===== src/rtl/icache_pkg.sv =====
// Shared types for the I-cache data array: refill FSM state encoding and
// a slice-offset helper used to address beats inside a line and lines
// inside the packed multi-way read bus.
package icache_pkg;

    typedef enum logic [1:0] {
        IDLE  = 2'd0,
        FILL  = 2'd1,
        WRITE = 2'd2
    } refill_state_t;

    // Bit offset of slice idx within a vector built from width-bit slices.
    function automatic int unsigned slice_lsb(input int unsigned idx,
                                              input int unsigned width);
        return idx * width;
    endfunction

endpackage


===== src/rtl/icache_data_way.sv =====
// One way of the I-cache data array: simple dual-port RAM, 1 write + 1 read port.
// Latency: 1 cycle read; a same-address read/write returns the OLD contents.
// Backpressure: none, both ports accept every cycle.
// Ports: clk/rst (rst clears only the read register), we/waddr/wdata write port,
//        re/raddr read port, rdata registered read data (held while re=0).
module icache_data_way #(
    parameter int ADDR_WIDTH = 4,
    parameter int LINE_WIDTH = 128
) (
    input  logic                  clk,
    input  logic                  rst,
    input  logic                  we,
    input  logic [ADDR_WIDTH-1:0] waddr,
    input  logic [LINE_WIDTH-1:0] wdata,
    input  logic                  re,
    input  logic [ADDR_WIDTH-1:0] raddr,
    output logic [LINE_WIDTH-1:0] rdata
);

    localparam int DEPTH = 2 ** ADDR_WIDTH;

    logic [LINE_WIDTH-1:0] mem [0:DEPTH-1];

    // Storage carries no reset so it can map onto a RAM macro.
    always_ff @(posedge clk) begin
        if (we) begin
            mem[waddr] <= wdata;
        end
    end

    // Read register samples mem before this edge's write lands, which gives
    // read-old-data on a collision.
    always_ff @(posedge clk) begin
        if (rst) begin
            rdata <= '0;
        end else if (re) begin
            rdata <= mem[raddr];
        end
    end

endmodule


===== src/rtl/icache_data_array.sv =====
// N-way I-cache data array with line-refill engine (beats -> line buffer -> one-cycle write).
// Latency: reads 1 cycle (rd_line combinational from rd_hit); refill commits 1 cycle after last beat.
// Backpressure: beat_ready high only in FILL; refill_start accepted only when idle, never queued.
// Ports: rd_valid/rd_addr/rd_hit -> rd_lines/rd_line/rd_data_valid (read side);
//        refill_start/refill_addr/refill_way, beat_valid/beat_data/beat_ready,
//        refill_busy/refill_done (refill side). Sync active-high rst.
// Option: define ICACHE_DATA_FWD_EN to forward the line being written to a same-set read
//         sampled in the WRITE cycle; otherwise that read returns old data.
module icache_data_array
    import icache_pkg::*;
#(
    parameter int ADDR_WIDTH = 4,
    parameter int LINE_WIDTH = 128,
    parameter int BEAT_WIDTH = 32,
    parameter int WAYS       = 2
) (
    input  logic                       clk,
    input  logic                       rst,
    input  logic                       rd_valid,
    input  logic [ADDR_WIDTH-1:0]      rd_addr,
    input  logic [WAYS-1:0]            rd_hit,
    output logic [WAYS*LINE_WIDTH-1:0] rd_lines,
    output logic [LINE_WIDTH-1:0]      rd_line,
    output logic                       rd_data_valid,
    input  logic                       refill_start,
    input  logic [ADDR_WIDTH-1:0]      refill_addr,
    input  logic [WAYS-1:0]            refill_way,
    input  logic                       beat_valid,
    input  logic [BEAT_WIDTH-1:0]      beat_data,
    output logic                       beat_ready,
    output logic                       refill_busy,
    output logic                       refill_done
);

    localparam int BEATS      = LINE_WIDTH / BEAT_WIDTH;
    localparam int BEAT_CNT_W = (BEATS > 1) ? $clog2(BEATS) : 1;

    refill_state_t             state;
    refill_state_t             state_nxt;
    logic [ADDR_WIDTH-1:0]     fill_addr;
    logic [WAYS-1:0]           fill_way;
    logic [BEAT_CNT_W-1:0]     beat_cnt;
    logic [LINE_WIDTH-1:0]     line_buf;
    logic                      start_acc;
    logic                      beat_fire;
    logic                      last_beat;
    logic [WAYS-1:0]           way_we;
    logic [WAYS*LINE_WIDTH-1:0] ram_lines;

    assign last_beat = (beat_cnt == BEAT_CNT_W'(BEATS - 1));

    always_ff @(posedge clk) begin
        if (rst) begin
            state <= IDLE;
        end else begin
            state <= state_nxt;
        end
    end

    always_comb begin
        state_nxt   = state;
        start_acc   = 1'b0;
        beat_fire   = 1'b0;
        beat_ready  = 1'b0;
        refill_busy = 1'b0;
        refill_done = 1'b0;
        way_we      = '0;
        case (state)
            IDLE: begin
                if (refill_start) begin
                    start_acc = 1'b1;
                    state_nxt = FILL;
                end
            end
            FILL: begin
                beat_ready  = 1'b1;
                refill_busy = 1'b1;
                beat_fire   = beat_valid;
                if (beat_valid && last_beat) begin
                    state_nxt = WRITE;
                end
            end
            WRITE: begin
                refill_busy = 1'b1;
                refill_done = 1'b1;
                // A zero way mask still completes the refill, it just writes nothing.
                way_we      = fill_way;
                state_nxt   = IDLE;
            end
            default: state_nxt = IDLE;
        endcase
    end

    // Refill target latch, beat counter and line assembly buffer.
    always_ff @(posedge clk) begin
        if (rst) begin
            fill_addr <= '0;
            fill_way  <= '0;
            beat_cnt  <= '0;
            line_buf  <= '0;
        end else begin
            if (start_acc) begin
                fill_addr <= refill_addr;
                fill_way  <= refill_way;
                beat_cnt  <= '0;
            end
            if (beat_fire) begin
                beat_cnt <= beat_cnt + 1'b1;
                for (int b = 0; b < BEATS; b++) begin
                    if (beat_cnt == BEAT_CNT_W'(b)) begin
                        line_buf[slice_lsb(b, BEAT_WIDTH) +: BEAT_WIDTH] <= beat_data;
                    end
                end
            end
        end
    end

    for (genvar w = 0; w < WAYS; w++) begin : g_way
        icache_data_way #(
            .ADDR_WIDTH (ADDR_WIDTH),
            .LINE_WIDTH (LINE_WIDTH)
        ) u_way (
            .clk   (clk),
            .rst   (rst),
            .we    (way_we[w]),
            .waddr (fill_addr),
            .wdata (line_buf),
            .re    (rd_valid),
            .raddr (rd_addr),
            .rdata (ram_lines[w*LINE_WIDTH +: LINE_WIDTH])
        );
    end

    always_ff @(posedge clk) begin
        if (rst) begin
            rd_data_valid <= 1'b0;
        end else begin
            rd_data_valid <= rd_valid;
        end
    end

`ifdef ICACHE_DATA_FWD_EN
    // Capture which ways a read collided with the commit, plus the committed
    // line; both only move on rd_valid so rd_lines keeps holding between reads.
    logic [WAYS-1:0]       fwd_sel;
    logic [LINE_WIDTH-1:0] fwd_line;

    always_ff @(posedge clk) begin
        if (rst) begin
            fwd_sel  <= '0;
            fwd_line <= '0;
        end else if (rd_valid) begin
            fwd_sel  <= (state == WRITE && rd_addr == fill_addr) ? fill_way : '0;
            fwd_line <= line_buf;
        end
    end

    always_comb begin
        rd_lines = ram_lines;
        for (int w = 0; w < WAYS; w++) begin
            if (fwd_sel[w]) begin
                rd_lines[slice_lsb(w, LINE_WIDTH) +: LINE_WIDTH] = fwd_line;
            end
        end
    end
`else
    assign rd_lines = ram_lines;
`endif

    // Hit-way mux; an all-zero hit vector yields zero, multi-hot ORs the ways.
    always_comb begin
        rd_line = '0;
        for (int w = 0; w < WAYS; w++) begin
            if (rd_hit[w]) begin
                rd_line = rd_line | rd_lines[slice_lsb(w, LINE_WIDTH) +: LINE_WIDTH];
            end
        end
    end

endmodule


===== config.mk =====
export PLATFORM = sky130hd
export DESIGN_NAME = icache_data_array
export DESIGN_NICKNAME = d
export VERILOG_FILES = /design/src/rtl/icache_pkg.sv /design/src/rtl/icache_data_way.sv /design/src/rtl/icache_data_array.sv
export SDC_FILE = /design/constraint.sdc
export NUM_CORES = 2
export LEC_CHECK = 0
export ABC_CLOCK_PERIOD_IN_PS = 7460
export CAP_MARGIN = 25
export CORE_MARGIN = 4
export CORE_UTILIZATION = 55
export DETAILED_ROUTE_END_ITERATION = 10
export PLACE_DENSITY_LB_ADDON = 0.08
export SLEW_MARGIN = 15
export SYNTH_ARGS = -nofsm -noshare
export SYNTH_HDL_FRONTEND = slang
export SYNTH_SLANG_ARGS = --single-unit

===== constraint.sdc =====
create_clock -name clk -period 7.46 [get_ports clk]
set_clock_uncertainty 0.2 [all_clocks]
set_input_delay 1.865 -clock clk [delete_from_list [all_inputs] [get_ports clk]]
set_output_delay 1.865 -clock clk [all_outputs]
set_load 0.01 [all_outputs]

==> impl_results.md <==
* Synth Flop Type: edfxtp_1
* CP Data Required Time at 5390 ps
* Pleak at 75.62 nW
* Top cell type's share of synthesized area at 71.62%
* Tmin final at 5612 ps
* HPWL after detailed placement at 244,800 µm
* CTS clk-pin slew, worst paths at 60 ps
* Cell breakdown of the critical path: clkbuf_8 > buf_4 > a22o_1 > clkdlybuf4s50_1
* Num CTS Buffers at 448
* Setup total negative slack at 0 ps
* Pre-antenna DRT Iters at 6
* Final GP Congestion at 0.7769
* WL final at 495,600 µm
* Setup ws final at 1848 ps
* Vias in the first global route at 93.55k
* Fin crit share at 75.23%
* Initial Util at 55.42%
* Initial antenna violation count at 33
* Total gr overflow at 0
* Final Hold Fails at 0
* First-pass GRT wire length at 694,500 µm
* Die Wd at 566.8 µm
* Core area at 309,900 µm²
* CTS hold repair buffers at 0
* Worst-Margin Slew at 1216 ps
* DR vias/cell at 6.254
* Gr usage total at 30.07%
* Initial DRC count at 10.64k
* Ys Warns at 0
* Async set-or-reset flop fraction in the synthesized netlist at 0%
* Vias after detailed routing at 96.63k
* Largest net degree at the start of global routing at 139
* Clock sinks at 4,491
* TritonCTS clock tree: built
* RR Endpoint: g_way[1].u_way.mem[3][119]
* Post-synthesis instance area at 171,700 µm²
* Reg2Reg Launch Point: state[0]
* Total power at 53.16 mW
* Synth area leaders: edfxtp_1 72%, mux2i_1 12%, dfxtp_1 4.6%, nand2_1 2.3%, nand3_1 2.3%
* CTS root buffer: clkbuf_16
* R2R depth at 7
* Maxcap violations at 0
* Hold depth at 2
* Share of layout cells above drive strength 1 at 10.83%
* Clk Latency, worst-skew pair at 980 ps
* Count leader, synth: edfxtp_1
* Worst Hold Launch: g_way[0].u_way.rdata[80]
* FF+latch count, synth at 4,491
* Max clock buf depth at 4
* Sequential-to-total area share from yosys stat at 76.22%
* Crit path max-delay cell type: clkdlybuf4s50_1
* Synth cell types at 27
* CP Max Fanout at 37
* H-tree levels at 5
* Drt drc at 0
* Pre-CTS setup slack at 1845 ps
* Area growth, synth to finish at 14.97%
* Synth area leader: edfxtp_1
* Mapped Cells at 10.34k
* Min-delay worst type: register to register
* # setup viols final at 0
* R2R Setup Slk at 3460 ps
* Post-route ant nets at 0
* Most frequent cells after synthesis: 4,096 x edfxtp_1, 2,050 x mux2i_1, 1,042 x nand2_1, 780 x nand3_1, 512 x a22oi_1
* Critical Path Start Type: input port
* IO Count at 437
* PostCTS Resize Cnt at 0
* CP max stage delay at 540 ps
* CP Capture Type: primary output
* Post-synth EDFFs at 4,096
* Die height at 566.8 µm
* Status: complete, no violations
* Pwr/cell area at 269.2 nW/µm²
* Total setup buffers inserted after CTS at 0
* Max_slew headroom at 18.95%
* Max VDD drop at 0.0002213 V
* WHS Endpoint: g_way[0].u_way.rdata[80]
* Unrepaired setup endpoints after global routing: no
* Final Max Slew Viols at 0
* Routed len/inst at 32.08 µm
* Kind of critical path: input port to primary output
* Syn Nets at 10.40k
* Die area at 321,300 µm²
* Data arrival time at the worst-slack endpoint at 3550 ps
* # rows at 204
* Syn Area/Cell at 16.61 µm²
* Maximum achievable frequency at 0.1782 GHz
* Fin nets at 10.97k
* PortBufs at 436
[stage by stage]
step	utilization [%]	instances	hold WS [ps]	cell area [µm²]
after global placement	58.46	14500	263.5	181100
after detailed placement	58.57	14520	270.0	181500
after floorplan	-	10340	258.3	171700
after global routing	63.71	15440	305.3	197400
after CTS	63.38	15360	278.5	196400
final	63.72	15450	273.4	197400
[critical path, delay by kind of cell]
family,cells,cell delay [ps]
compound gates,1,210
buf+inv,3,1280
[state kept, by name, summed over array words and instances (netlist names)]
signal             flops
fill_way               2
state                  2
g_way.u_way.mem     4096
beat_cnt               2
rd_data_valid          1
fill_addr              4
g_way.u_way.rdata    256
line_buf             128
[how the worst max path moves through the flow]
| stage | slack, ps | to | start |
|---|---|---|---|
| after floorplan | 190 | g_way[1].u_way.mem[10][0] | state[0] |
| final | 1850 | rd_line[43] | rd_hit[0] |
| after global routing | 1800 | rd_line[43] | rd_hit[0] |
| after detailed placement | 1850 | rd_line[29] | rd_hit[1] |
| after CTS | 1850 | rd_line[29] | rd_hit[1] |
| after global placement | 1910 | rd_line[30] | rd_hit[1] |
[report_power, final]
part / switching [mW] / internal (mW)
Clock: 9.34 / 13.2
Sequential: 0.416 / 27.5
Combinational: 1.62 / 1.05
[cells by family (layout without fill, tap and decap cells)]
family	after synthesis	in the layout	synth area share (%)
AOI/OAI and AO/OA	1289	1289	5.176
and+or+nand+nor	1878	1878	4.704
adders and majority gates	9	9	0.06557
buffers and inverters	622	1588	1.882
DFF	4491	4491	76.22
other	0	26	0
muxes	2050	2050	11.95
[placed cells by master (no fill, tap or decap), drive strengths merged]
cell type         n
nand2          1042
clkdlybuf4s50   431
a21oi           649
or3b              1
inv              10
nand3b            1
nand4             2
a22oi           512
or2               1
edfxtp         4096
nor2b             7
and2              2
dfxtp           395
clkbuf          638
mux2i          2050
clkinvlp          9
and3              4
buf             312
ha                9
nand2b            2
clkinv          150
bufinv           38
a22o            128
nand3           780
diode            26
nor2             36
[layer usage]
layer  track usage, %  wire length [µm]  vias up  part of all wire [%]
li1                 -                 -    41230                     -
met1            41.39            199400    50200                    40
met2            49.47            239100     4372                    48
met3            4.312             38400      801                   7.7
met4            10.59             18620       16                   3.8
met5                0               104        -                 0.021
[final cells by class]
cell class	count	area [µm²]
Antenna cell	26	65.06
Clock buffer	636	12800
Clock inverter	203	2112
Fill cell	21900	112400
Inverter	4	15.01
Multi-Input combinational cell	5226	37880
Sequential cell	4491	130900
Tap cell	4120	5155
Timing Repair Buffer	745	8502
Power figures use the tool's default switching activity.
